$ cat config.mk
export PLATFORM = sky130hd
export DESIGN_NAME = float_mul_pipe
export DESIGN_NICKNAME = d
export VERILOG_FILES = /design/src/rtl/float_mul_pipe.sv
export SDC_FILE = /design/constraint.sdc
export NUM_CORES = 2
export LEC_CHECK = 0
export ABC_AREA = 1
export ABC_CLOCK_PERIOD_IN_PS = 5800
export CORE_MARGIN = 10
export CORE_UTILIZATION = 25
export DETAILED_ROUTE_END_ITERATION = 12
export PLACE_DENSITY_LB_ADDON = 0.25
export SLEW_MARGIN = 10
export SYNTH_ARGS = -nofsm -noshare
export SYNTH_HDL_FRONTEND = slang
export SYNTH_SLANG_ARGS = --single-unit
$ cat constraint.sdc
create_clock -name CLK -period 5.8 [get_ports CLK]
set_input_delay 0.87 -clock CLK [delete_from_list [all_inputs] [get_ports CLK]]
set_output_delay 0.87 -clock CLK [all_outputs]
set_load 0.1 [all_outputs]
$ cat src/rtl/float_mul_pipe.sv
// Three-stage pipelined floating-point multiplier (no denormals, truncating).
// Stages: S1 captures operands, S2 forms exponent sum and mantissa product, S3 normalizes and packs.
module float_mul_pipe #(
  parameter int WIDTH     = 32,
  parameter int WIDTH_exp = 8,
  parameter int WIDTH_mat = 23
) (
  input  logic             CLK,
  input  logic             nRST,
  input  logic [WIDTH-1:0] OP1,
  input  logic [WIDTH-1:0] OP2,
  input  logic             exce_in,
  output logic [WIDTH-1:0] result,
  output logic             exce_out
);

  localparam int MW   = WIDTH_mat + 1;
  localparam int PW   = 2 * MW;
  localparam int EW   = WIDTH_exp + 2;
  localparam int BIAS = 2 ** (WIDTH_exp - 1) - 1;
  localparam int EMAX = 2 ** WIDTH_exp - 1;

  localparam logic signed [EW-1:0] BIAS_S = EW'(BIAS);
  localparam logic signed [EW-1:0] EMAX_S = EW'(EMAX);

  // S1 registers
  logic [WIDTH-1:0] op1_q, op2_q;
  logic             exc1_q;

  // S2 registers
  logic                 sign2_q;
  logic signed [EW-1:0] exp2_q;
  logic [PW-1:0]        prod2_q;
  logic                 zero2_q;
  logic                 spec2_q;
  logic                 exc2_q;

  // S3 (output) registers
  logic [WIDTH-1:0] result_q;
  logic             exce_q;

  // S2 next-state
  logic [WIDTH_exp-1:0] exp_a, exp_b;
  logic [WIDTH_mat-1:0] frac_a, frac_b;
  logic                 sign2_d, zero2_d, spec2_d;
  logic signed [EW-1:0] exp2_d;
  logic [PW-1:0]        prod2_d;

  always_comb begin
    exp_a   = op1_q[WIDTH-2 -: WIDTH_exp];
    exp_b   = op2_q[WIDTH-2 -: WIDTH_exp];
    frac_a  = op1_q[WIDTH_mat-1:0];
    frac_b  = op2_q[WIDTH_mat-1:0];
    sign2_d = op1_q[WIDTH-1] ^ op2_q[WIDTH-1];
    zero2_d = (exp_a == '0) || (exp_b == '0);
    spec2_d = (&exp_a) || (&exp_b);
    exp2_d  = $signed({2'b00, exp_a}) + $signed({2'b00, exp_b}) - BIAS_S;
    prod2_d = PW'({1'b1, frac_a}) * PW'({1'b1, frac_b});
  end

  // S3 next-state: normalize, classify, pack
  logic                 norm;
  logic signed [EW-1:0] exp_n;
  logic [WIDTH_mat-1:0] frac_n;
  logic                 ovf, unf;
  logic [WIDTH-1:0]     result_d;
  logic                 exce_d;
  logic                 unused_lsb;

  assign unused_lsb = ^prod2_q[PW-WIDTH_mat-3:0];

  always_comb begin
    norm   = prod2_q[PW-1];
    frac_n = norm ? prod2_q[PW-2 -: WIDTH_mat] : prod2_q[PW-3 -: WIDTH_mat];
    exp_n  = exp2_q + $signed({{(EW-1){1'b0}}, norm});
    ovf    = (exp_n >= EMAX_S);
    unf    = exp_n[EW-1] || (exp_n == '0);
    result_d = {sign2_q, exp_n[WIDTH_exp-1:0], frac_n};
    exce_d   = exc2_q;
    // Inf/NaN operands win over a zero operand so the exception is never lost
    if (spec2_q) begin
      result_d = {sign2_q, {WIDTH_exp{1'b1}}, {WIDTH_mat{1'b0}}};
      exce_d   = 1'b1;
    end else if (zero2_q) begin
      result_d = {sign2_q, {(WIDTH-1){1'b0}}};
      exce_d   = exc2_q;
    end else if (ovf) begin
      result_d = {sign2_q, {WIDTH_exp{1'b1}}, {WIDTH_mat{1'b0}}};
      exce_d   = 1'b1;
    end else if (unf) begin
      result_d = {sign2_q, {(WIDTH-1){1'b0}}};
      exce_d   = 1'b1;
    end
  end

  always_ff @(posedge CLK or negedge nRST) begin
    if (!nRST) begin
      op1_q    <= '0;
      op2_q    <= '0;
      exc1_q   <= 1'b0;
      sign2_q  <= 1'b0;
      exp2_q   <= '0;
      prod2_q  <= '0;
      zero2_q  <= 1'b0;
      spec2_q  <= 1'b0;
      exc2_q   <= 1'b0;
      result_q <= '0;
      exce_q   <= 1'b0;
    end else begin
      op1_q    <= OP1;
      op2_q    <= OP2;
      exc1_q   <= exce_in;
      sign2_q  <= sign2_d;
      exp2_q   <= exp2_d;
      prod2_q  <= prod2_d;
      zero2_q  <= zero2_d;
      spec2_q  <= spec2_d;
      exc2_q   <= exc1_q;
      result_q <= result_d;
      exce_q   <= exce_d;
    end
  end

  assign result   = result_q;
  assign exce_out = exce_q;

endmodule

==> results.md <==
- Setup TNS: -2620 ps
- Most numerous cell in the Yosys netlist: inv_1
- Drt total wl: 71600 um
- H-tree Lvls: 4
- Port bufs: 99
- Largest net degree at the start of global routing: 77
- Number of global-route vias before repair: 20700
- DR iter-0 viols: 877
- Violations in the final reports: negative setup slack
- Die ar.: 111000 sq um
- Initial Util: 0.252
- Peak fanout along the critical path: 4
- Worst-case clock skew: 25.8 ps
- CTS tree: yes
- Drt pass-1 iters: 5
- Post-synth EDFFs: 0
- Core area: 96900 sq um
- Yosys top cell by area: fa_1
- GRT overflow: 0
- Share of the synthesized area in the top cell type: 0.395
- Synth cell count leaders: 953 x inv_1, 754 x nand2_1, 482 x fa_1
- CTS buffer count: 17
- Initial antenna violation count: 2
- DR DRC count: 0
- Post-synthesis sequential area ratio: 0.140
- Die W: 333 um
- Final hold vios: 0
- Final worst slack: -190 ps
- GP Congestion: 0.865
- RSZ-0062 raised after global routing: yes
- WS Path Type: reg2reg
- Required time of the critical path: 6200 ps
- Pins Over Slew Limit: 0
- Synth Warn #: 0
- Clock slew at reported path FFs: 70 ps
- Slew @ Worst Pin: 1030 ps
- Critical Path Sink Type: flip-flop
- Max-cap viol count: 0
- Global Route Usage Sum: 0.133
- FF+latch count, synth: 137
- Synth Instances: 3010
- CP Data Arrival Time: 6390 ps
- Global-route wire length before repair: 115000 um
- # IOs: 100
- CP max stage delay: 550 ps
- Critical-path top delay cell: fa_1
- HP Class: reg2reg
- Via/cell ratio: 4.13
- Status: finished with violations
- Max-slew headroom: 0.312
- Vias post-DR: 19100
- Die height: 333 um
- Number of hold buffers added after CTS: 0
- Post-place setup slack: -641 ps
- FFs w/ async S/R, synth: 1.00
- Final-stage net count: 4070
- Rows: 114
- Final worst path period share: 1.03
- Post-DRT Antenna Nets: 0
- Clk_lat worst skew: 510 ps
- FMAX: 167 MHz
- Startpoint Class: flip-flop
- CTS Sinks: 137
- Yosys cell types: 39
- Crit path cell chain: buf_12 -> buf_6 -> nand2_2 -> inv_2 -> fa_1 -> inv_1 -> fa_1 -> fa_1 -> inv_1 -> fa_1 -> inv_1 -> fa_1 -> fa_2 -> fa_1 -> inv_2 -> ha_4 -> nand2_2 -> inv_1 -> a21oi_4 -> o21ai_2 -> buf_4 -> o21bai_4 -> a21oi_2 -> xnor2_2
- Ys flop type: dfrtp_1
- Syn Nets: 3745
- Final setup vio count: 24
- Post-DR wirelength/cell: 15.5 um
- CTS Buffer Depth: 2
- Top cell by count, worst path: fa_1
- Final min period: 5990 ps
- Area grow syn2layout: 29.7%
- Post-DP HPWL: 61400 um
- Post-Syn Area: 24400 sq um
- Share of cells above drive strength 1: 0.199
- Top cells by area, synth: fa_1 40%, inv_1 15%, dfrtp_1 14%
- Root Buffer: clkbuf_16
- Syn avg cell area: 8.11 sq um
## layer usage
metal / GRT usage / vias up / wire length (um)
met2: 0.237 / 277 / 36500
met4: 0.0315 / 2 / 1350
li1: - / 9169 / -
met5: 0 / - / 11
met3: 0.0199 / 60 / 2400
met1: 0.168 / 9599 / 31300
## registers in the layout, indices dropped and copies added, names as in the netlist
signal,count
exc1_q,1
exc2_q,1
exce_out,1
exp2_q,10
op1_q,32
op2_q,32
prod2_q,25
result,32
sign2_q,1
spec2_q,1
zero2_q,1
## worst max-delay path: cells and delay by family (launching register included)
family | cells | cell delay (ps)
fa+ha+maj | 8 | 3830
buf+inv | 9 | 700
flops | 1 | 390
xor+xnor | 1 | 160
simple gates | 2 | 180
compound gates | 4 | 610
## cells by family after synthesis
kind of cell,share of synthesized area
buffers and inverters,0.163
AO/OA/AOI/OAI,0.0372
XOR/XNOR,0.00969
adder cells (fa/ha/maj),0.490
flip-flops,0.140
AND/OR/NAND/NOR,0.159
## timing repair
action                                  in CTS  in global routing
pin swaps                                   74                 78
endpoints found under the setup margin      25                 25
gates resized for setup                    241                188
setup buffers                               31                 14
## through the flow
step / util / hold slack [ps] / instance area, sq um / instances
after floorplan: - / 331 / 24400 / 3010
after global placement: 0.301 / 332 / 29100 / 4549
after detailed placement: 0.301 / 337 / 29100 / 4549
after CTS: 0.319 / 351 / 30900 / 4610
after global routing: 0.327 / 354 / 31700 / 4623
final: 0.327 / 347 / 31700 / 4624
## cells in the final DEF (no fill, tap or decap), types with 23 or more instances in the layout
master           netlist  final
clkdlybuf4s50_1        0     98
ha_4                   0     23
nor2_1               105     56
ha_1                 186    162
a21oi_1               62     26
inv_1                953    911
o211ai_1              24     24
dfrtp_1              137    120
inv_2                  1     42
nor2_2                21     50
buf_4                  0    227
fa_1                 482    459
nand3_1               52     43
nand2_1              754    695
nand2_2                2     41
a21oi_2                0     25
fa_2                   0     23
buf_12                 0     51
buf_6                  2     27
## layout make-up
type	instances	area (sq um)
fill	10100	65200
multi-input combinational	1818	18400
timing repair buffer	406	4060
inverter	955	3590
sequential	137	3450
tap	1276	1600
clock buffer	17	425
clock inverter	14	180
antenna	1	2.50
## final timing paths
kind | startpoint | end | slack [ps] | cells after the start
worst max-delay path | op2_q[5]$_DFF_PN0_ | prod2_q[30]$_DFF_PN0_ | -190 | 24
worst min-delay path | exc1_q$_DFF_PN0_ | exc2_q$_DFF_PN0_ | 350 | 0
worst max register to register | op2_q[5]$_DFF_PN0_ | prod2_q[30]$_DFF_PN0_ | -190 | 24
worst min register to register | exc1_q$_DFF_PN0_ | exc2_q$_DFF_PN0_ | 350 | 0
max in group asynchronous | nRST | op2_q[20]$_DFF_PN0_ | 4470 | 2
min in group asynchronous | nRST | result[18]$_DFF_PN0_ | 420 | 1
Power is left out: the tool's default activity adds up to more than one toggle a clock period on the data nets, which glitch-free logic cannot reach.
